`src/rtl/lcd_slideshow_display.sv`:
```
// rtl/lcd_slideshow_display.sv - 1-bpp ROM image slideshow feeding the SPI LCD write path
//
// Purpose: passes lcd_init words through until init_done, then streams the selected
// packed mono image from a synchronous ROM as RGB332 pixel words (dc=1). Debounced
// next/prev keys and an optional auto-advance choose the image, and the choice is
// applied only at a frame boundary.
//
// Ports:
//   clk_25MHz, rst_n                  clock, asynchronous active-low reset
//   key_next, key_prev                raw keys (press = 1)
//   auto_mode                         advance every SLIDE_FRAMES frames
//   fg_color, bg_color                RGB332 colours for ROM bit 1 / bit 0
//   init_data, init_en_write          word and write enable from lcd_init
//   init_done                         lcd_init finished (level)
//   wr_done                           lcd_write finished the current word (pulse)
//   data, en_write                    word and write enable to lcd_write
//   rom_image_id, rom_addr, rom_data  image ROM interface (1-cycle read latency)
//   current_image_id                  image being drawn
//   display_active                    high in DISPLAY
//   frame_done                        pulse after the last pixel of a frame
module lcd_slideshow_display #(
  parameter int H_RES        = 240,
  parameter int V_RES        = 160,
  parameter int NUM_IMAGES   = 5,
  parameter int ID_W         = 3,
  parameter int ROM_ADDR_W   = 13,
  parameter int DEBOUNCE_CYC = 250000,
  parameter int SLIDE_FRAMES = 10
) (
  input  logic                  clk_25MHz,
  input  logic                  rst_n,
  input  logic                  key_next,
  input  logic                  key_prev,
  input  logic                  auto_mode,
  input  logic [7:0]            fg_color,
  input  logic [7:0]            bg_color,
  input  logic [8:0]            init_data,
  input  logic                  init_en_write,
  input  logic                  init_done,
  input  logic                  wr_done,
  output logic [8:0]            data,
  output logic                  en_write,
  output logic [ID_W-1:0]       rom_image_id,
  output logic [ROM_ADDR_W-1:0] rom_addr,
  input  logic [7:0]            rom_data,
  output logic [ID_W-1:0]       current_image_id,
  output logic                  display_active,
  output logic                  frame_done
);

  localparam int P_W   = ROM_ADDR_W + 3;
  localparam int X_W   = $clog2(H_RES);
  localparam int Y_W   = $clog2(V_RES);
  localparam int CNT_W = $clog2(DEBOUNCE_CYC + 1);
  localparam int F_W   = $clog2(SLIDE_FRAMES + 1);

  typedef enum logic [1:0] {IDLE, INIT, DISPLAY} state_t;

  state_t          state;
  logic [8:0]      data_r;
  logic [X_W-1:0]  x;
  logic [Y_W-1:0]  y;
  logic [P_W-1:0]  p;
  logic [2:0]      sel_q;
  logic [ID_W-1:0] pending;
  logic [F_W-1:0]  fcnt;

  // index 0 = next, index 1 = prev
  logic [1:0]       key_raw, sync1, sync2, deb, req;
  logic [CNT_W-1:0] cnt [2];

  logic            advance, last_pix, frame_end, auto_fire, man_any, step_up, step_dn;
  logic [ID_W-1:0] pend_next;
  logic            pix_bit;

  assign key_raw      = {key_prev, key_next};
  assign rom_addr     = p[P_W-1:3];
  assign rom_image_id = current_image_id;
  // sel_q lags p by one cycle so it lines up with the ROM's registered output
  assign pix_bit      = rom_data[3'd7 - sel_q];

  always_comb begin
    data = data_r;
    if (display_active) data = {1'b1, pix_bit ? fg_color : bg_color};
  end

  always_comb begin
    advance   = (state == DISPLAY) && wr_done;
    last_pix  = (x == X_W'(H_RES - 1)) && (y == Y_W'(V_RES - 1));
    frame_end = advance && last_pix;
    man_any   = req[0] | req[1];
    auto_fire = auto_mode && frame_end && (fcnt == F_W'(SLIDE_FRAMES - 1));
    // simultaneous next+prev cancel; any manual request overrides auto
    step_up   = (req[0] & ~req[1]) | (auto_fire & ~man_any);
    step_dn   = req[1] & ~req[0];
    pend_next = pending;
    if (step_up)
      pend_next = (pending == ID_W'(NUM_IMAGES - 1)) ? '0 : pending + ID_W'(1);
    else if (step_dn)
      pend_next = (pending == '0) ? ID_W'(NUM_IMAGES - 1) : pending - ID_W'(1);
  end

  // Key debounce: the level only moves after DEBOUNCE_CYC consecutive differing samples;
  // req pulses once when the accepted level goes high.
  always_ff @(posedge clk_25MHz or negedge rst_n) begin
    if (!rst_n) begin
      sync1 <= '0;
      sync2 <= '0;
      deb   <= '0;
      req   <= '0;
      for (int i = 0; i < 2; i++) cnt[i] <= '0;
    end else begin
      sync1 <= key_raw;
      sync2 <= sync1;
      for (int i = 0; i < 2; i++) begin
        req[i] <= 1'b0;
        if (sync2[i] == deb[i]) begin
          cnt[i] <= '0;
        end else if (cnt[i] == CNT_W'(DEBOUNCE_CYC - 1)) begin
          cnt[i] <= '0;
          deb[i] <= sync2[i];
          req[i] <= sync2[i];
        end else begin
          cnt[i] <= cnt[i] + CNT_W'(1);
        end
      end
    end
  end

  always_ff @(posedge clk_25MHz or negedge rst_n) begin
    if (!rst_n) begin
      state            <= IDLE;
      data_r           <= '0;
      en_write         <= 1'b0;
      display_active   <= 1'b0;
      x                <= '0;
      y                <= '0;
      p                <= '0;
      sel_q            <= '0;
      frame_done       <= 1'b0;
      pending          <= '0;
      fcnt             <= '0;
      current_image_id <= '0;
    end else begin
      case (state)
        IDLE: begin
          state    <= INIT;
          en_write <= 1'b0;
          data_r   <= '0;
        end
        INIT: begin
          data_r   <= init_data;
          en_write <= init_en_write;
          if (init_done) begin
            state          <= DISPLAY;
            en_write       <= 1'b1;
            display_active <= 1'b1;
          end
        end
        DISPLAY: en_write <= 1'b1;
        default: state <= IDLE;
      endcase

      // Pixel scan; p is the running linear index so no multiply is needed.
      sel_q      <= p[2:0];
      frame_done <= frame_end;
      if (frame_end) begin
        x <= '0;
        y <= '0;
        p <= '0;
      end else if (advance) begin
        p <= p + P_W'(1);
        if (x == X_W'(H_RES - 1)) begin
          x <= '0;
          y <= y + Y_W'(1);
        end else begin
          x <= x + X_W'(1);
        end
      end

      pending <= pend_next;
      // new id lands together with frame_done so the next frame's first ROM read uses it
      if (frame_end) current_image_id <= pend_next;

      if (!auto_mode || man_any)
        fcnt <= '0;
      else if (frame_end)
        fcnt <= (fcnt == F_W'(SLIDE_FRAMES - 1)) ? '0 : fcnt + F_W'(1);
    end
  end

endmodule

```
`config.mk`:
```
export PLATFORM = sky130hd
export DESIGN_NAME = lcd_slideshow_display
export DESIGN_NICKNAME = d
export VERILOG_FILES = /design/src/rtl/lcd_slideshow_display.sv
export SDC_FILE = /design/constraint.sdc
export NUM_CORES = 1
export LEC_CHECK = 0
export ABC_AREA = 1
export CORE_ASPECT_RATIO = 0.5
export CORE_MARGIN = 1
export CORE_UTILIZATION = 45
export DETAILED_ROUTE_END_ITERATION = 7
export PLACE_DENSITY = 0.68
export RECOVER_POWER = 50
export SYNTH_ARGS = -nofsm -noshare
export SYNTH_HDL_FRONTEND = slang
export SYNTH_SLANG_ARGS = --single-unit
export TNS_END_PERCENT = 10
```
`constraint.sdc`:
```
create_clock -name clk_25MHz -period 2.2 [get_ports clk_25MHz]
set_clock_uncertainty 0.2 [all_clocks]
set_input_delay 0.66 -clock clk_25MHz [delete_from_list [all_inputs] [get_ports clk_25MHz]]
set_output_delay 0.66 -clock clk_25MHz [all_outputs]
set_load 0.02 [all_outputs]
```
==> run_summary.xml <==
<?xml version="1.0" encoding="UTF-8"?>
<metrics>
  <group name="floorplan">
    <metric name="num_io_pins" unit="">72</metric>
    <metric name="rows" unit="">28</metric>
    <metric name="initial_utilization" unit="">0.4769</metric>
    <metric name="core_area" unit="µm²">12230</metric>
    <metric name="dieArea" unit="µm²">13440</metric>
    <metric name="floorplan.die.width" unit="µm">163.0</metric>
    <metric name="die_h" unit="µm">82.49</metric>
  </group>
  <group name="critical_path">
    <metric name="cp_slowest_cell" unit="">sky130_fd_sc_hd__dlygate4sd2_1</metric>
    <metric name="cells_along_the_critical_path" unit="">dlygate4sd2_1 -&gt; nor2_4 -&gt; nor2_2 -&gt; o21ai_2 -&gt; nand3_4 -&gt; buf_6 -&gt; nand3_1 -&gt; nand3_1 -&gt; nand2_2 -&gt; buf_6</metric>
    <metric name="path_max_fanout" unit="">4</metric>
    <metric name="critPathLaunchType" unit="">input port</metric>
    <metric name="worst_ep_required_time" unit="ns">1.34</metric>
    <metric name="critPathTopFamily" unit="">buffers and inverters</metric>
    <metric name="cpPeakStageDelay" unit="ns">0.25</metric>
    <metric name="regToRegStartpoint" unit="">state[0]</metric>
    <metric name="cp-end-kind" unit="">primary output</metric>
    <metric name="worst_r2r_path_depth" unit="">10</metric>
    <metric name="timing_worst_setup_path_type" unit="">input port to primary output</metric>
    <metric name="worst-r2r-setup-slack" unit="ns">0.25</metric>
    <metric name="r2r_end" unit="">p[7]</metric>
    <metric name="number_of_buffers_and_inverters_on_the_critical_path" unit="">3</metric>
    <metric name="crit_path_dat" unit="ns">1.79</metric>
  </group>
  <group name="clock_network">
    <metric name="worstSkewPairLatency" unit="ns">0.34</metric>
    <metric name="clkTransAtPathRegs" unit="ns">0.07</metric>
    <metric name="cts-htree-levels" unit="">3</metric>
    <metric name="cts.root.buffer_cell" unit="">sky130_fd_sc_hd__clkbuf_16</metric>
    <metric name="cts_tree" unit="">yes</metric>
    <metric name="cts.sinks" unit="">103</metric>
    <metric name="cts_buffers" unit="">9</metric>
    <metric name="cts-hold-fix-buffers" unit="">0</metric>
    <metric name="cts_max_path_buffers" unit="">2</metric>
  </group>
  <group name="synthesis">
    <metric name="synth_sequential_area_ratio" unit="">0.4421</metric>
    <metric name="postSynthCellCount" unit="">761</metric>
    <metric name="synth_top_cell_area_share" unit="">0.4421</metric>
    <metric name="synth.cells.most_frequent" unit="">sky130_fd_sc_hd__nand2_1, sky130_fd_sc_hd__dfrtp_1, sky130_fd_sc_hd__inv_1</metric>
    <metric name="synthesis.nets" unit="">817</metric>
    <metric name="yosys.cell_count.top_type" unit="">sky130_fd_sc_hd__nand2_1</metric>
    <metric name="avgSynthCellArea" unit="µm²">7.662</metric>
    <metric name="yosys_warnings" unit="">0</metric>
    <metric name="synth.ff_latch_count" unit="">103</metric>
    <metric name="synth_edf_count" unit="">0</metric>
    <metric name="synth_flop_cell" unit="">sky130_fd_sc_hd__dfrtp_1</metric>
    <metric name="synth_area_leader_cell" unit="">sky130_fd_sc_hd__dfrtp_1</metric>
    <metric name="synth_async_sr_flop_share" unit="">1.000</metric>
    <metric name="mappedNetlistArea" unit="µm²">5831</metric>
    <metric name="synth_top_cells_by_area" unit="">sky130_fd_sc_hd__dfrtp_1, sky130_fd_sc_hd__nand2_1, sky130_fd_sc_hd__nand3_1</metric>
    <metric name="ys_types" unit="">39</metric>
  </group>
  <group name="power_and_ir_drop">
    <metric name="ir_drop" unit="mV">0.7178</metric>
    <metric name="leakagePower" unit="nW">3.559</metric>
    <metric name="power-per-cell-area" unit="nW/µm²">844.6</metric>
  </group>
  <group name="detailed_routing">
    <metric name="met3_wirelength" unit="µm">653</metric>
    <metric name="detail-route-antenna-nets" unit="">0</metric>
    <metric name="drt_first_iter_violations" unit="">311</metric>
    <metric name="total_wire_length_after_detailed_routing" unit="µm">12970</metric>
    <metric name="drt_pre_antenna_iters" unit="">7</metric>
    <metric name="wl_per_cell" unit="µm">12.76</metric>
    <metric name="detail_route.wirelength.met1" unit="µm">6072</metric>
    <metric name="vias" unit="">5049</metric>
    <metric name="top_layer" unit="">met4</metric>
    <metric name="detailroute.wirelength.met2" unit="µm">6033</metric>
    <metric name="vias_cell" unit="">4.965</metric>
    <metric name="post-route-drc-count" unit="">0</metric>
  </group>
  <group name="timing">
    <metric name="worst_path_setup_slack_after_routing" unit="ns">-0.4535</metric>
    <metric name="min_period_over_period" unit="">1.206</metric>
    <metric name="remaining_max_slew_budget_at_the_tightest_pin" unit="">0.4247</metric>
    <metric name="final_max_slew_viol_count" unit="">0</metric>
    <metric name="hold_viol" unit="">0</metric>
    <metric name="final_period_minus_worst_setup_slack" unit="ns">2.653</metric>
    <metric name="fmax" unit="GHz">0.3769</metric>
    <metric name="tightest_slew" unit="ns">0.8630</metric>
    <metric name="report.final.setup_viol" unit="">8</metric>
    <metric name="grt_setup_unrepaired" unit="">yes</metric>
  </group>
  <group name="cells_and_area">
    <metric name="layout-area-overhead-vs-synth" unit="%">24.25</metric>
    <metric name="final_util" unit="">0.5925</metric>
    <metric name="layout-drive-gt1-share" unit="">0.1432</metric>
    <metric name="antenna_cells" unit="">0</metric>
    <metric name="design.final.nets" unit="">903</metric>
    <metric name="finalInstanceArea" unit="µm²">7244</metric>
    <metric name="fillCellCount" unit="">1121</metric>
  </group>
  <group name="placed_design">
    <metric name="dpl-instance-area" unit="µm²">6803</metric>
    <metric name="placement.setup.worst_slack" unit="ns">-1.147</metric>
    <metric name="place_hpwl" unit="µm">9527</metric>
    <metric name="final_weighted_congestion_of_routability_driven_global_placement" unit="">0.9409</metric>
    <metric name="numPortBuffers" unit="">71</metric>
  </group>
  <group name="grt">
    <metric name="track_usage" unit="">0.2049</metric>
    <metric name="grt_antenna_before_repair" unit="">0</metric>
    <metric name="grt_pass1_wl" unit="µm">21760</metric>
    <metric name="pin_count_of_the_biggest_net_entering_global_routing" unit="">40</metric>
    <metric name="number_of_global_route_vias_before_repair" unit="">4765</metric>
    <metric name="grt.overflow.total" unit="">0</metric>
  </group>
  <group name="run_status">
    <metric name="violations_in_the_final_reports" unit="">setup timing</metric>
    <metric name="run_status" unit="">complete, but fails checks</metric>
  </group>
  <group name="min_path">
    <metric name="holdCritPathClass" unit="">input port to asynchronous set/reset pin</metric>
  </group>
  <group name="run">
    <metric name="timing.max_cap.violations" unit="">0</metric>
  </group>
</metrics>
==> worst register-to-register path: cells and delay by family, from the launching register on <==
kind	cells	cell delay, ns
fa+ha+maj	1	0.23
simple gates	4	0.48
flops	1	0.39
buf+inv	3	0.35
compound gates	2	0.21
==> routing by layer <==
layer,vias up,GRT usage
met5,-,0
met4,0,0.07009
met3,16,0.04096
met2,120,0.3519
met1,2327,0.2625
li1,2586,-
==> layout by cell type (no fill, tap or decap), types with 12 or more instances in the layout <==
| cell type | n |
|---|---|
| sky130_fd_sc_hd__ha_1 | 15 |
| sky130_fd_sc_hd__nand3_2 | 12 |
| sky130_fd_sc_hd__nand3_1 | 70 |
| sky130_fd_sc_hd__nor3_1 | 27 |
| sky130_fd_sc_hd__nand2_1 | 160 |
| sky130_fd_sc_hd__dfrtp_1 | 102 |
| sky130_fd_sc_hd__o21ai_0 | 30 |
| sky130_fd_sc_hd__nor2_1 | 91 |
| sky130_fd_sc_hd__buf_4 | 17 |
| sky130_fd_sc_hd__a21oi_1 | 22 |
| sky130_fd_sc_hd__dlygate4sd2_1 | 23 |
| sky130_fd_sc_hd__xor2_1 | 20 |
| sky130_fd_sc_hd__inv_1 | 100 |
| sky130_fd_sc_hd__clkdlybuf4s50_1 | 32 |
| sky130_fd_sc_hd__nand2_2 | 23 |
==> area by class of cell <==
type / count / area, µm² / share of cell area
Multi-Input combinational cell: 529 / 2834 / 0.3912
Sequential cell: 103 / 2579 / 0.3560
Timing Repair Buffer: 94 / 878.3 / 0.1212
Inverter: 110 / 422.9 / 0.05838
Clock buffer: 11 / 242.7 / 0.03351
Tap cell: 165 / 206.4 / 0.02850
Clock inverter: 5 / 81.33 / 0.01123
==> how the worst max path moves through the flow <==
stage / endpoint / cells past startpoint / start
6_report: data[5] / 10 / rom_data[1]
5_1_grt: data[4] / 10 / sel_q[0]
4_1_cts: data[2] / 10 / sel_q[0]
3_5_place_dp: data[1] / 10 / rom_data[3]
3_3_place_gp: data[4] / 10 / rom_data[1]
2_1_floorplan: data[0] / 8 / rom_data[3]
==> logic make-up (layout without fill, tap and decap cells) <==
| logic type | Yosys count | after routing | synth area share |
|---|---|---|---|
| xor gates and xnor gates | 22 | 22 | 0.03305 |
| and+or+nand+nor | 425 | 427 | 0.3348 |
| adders and majority gates | 15 | 15 | 0.03219 |
| DFF | 103 | 103 | 0.4421 |
| buffers and inverters | 131 | 220 | 0.09893 |
| AOI/OAI and AO/OA | 65 | 65 | 0.05901 |
==> per-stage QoR <==
| stage | instances | power [W] | hold slack, ns | TNS, ns |
|---|---|---|---|---|
| after floorplan | 761 | 0.003449 | 0.1312 | -0.2652 |
| after global placement | 995 | 0.004019 | 0.1334 | -14.03 |
| after global routing | 1017 | 0.006467 | 0.1562 | -4.033 |
| after CTS | 1016 | 0.006039 | 0.04788 | -3.801 |
| after detailed placement | 995 | 0.004076 | 0.1378 | -14.65 |
| final | 1017 | 0.006118 | 0.1498 | -3.526 |
==> power breakdown <==
group	internal, W	switching [W]
clock	0.00103	0.000695
combinational	0.000832	0.00117
sequential	0.00214	0.000259
==> flip-flops by register name, indices dropped and copies added (netlist names), 3 cells and up <==
signal / flops
cnt: 36
data_r: 9
pending: 3
fcnt: 4
x: 8
y: 8
p: 16
current_image_id: 3
sel_q: 3
==> what timing repair did <==
item	in CTS	in global routing
pin swaps	17	10
buffers inserted	3	1
resized for setup	95	19
cloned	2	0
endpoints found under the hold margin	0	0
setup endpoints to repair	25	13
Power figures use the tool's default switching activity.
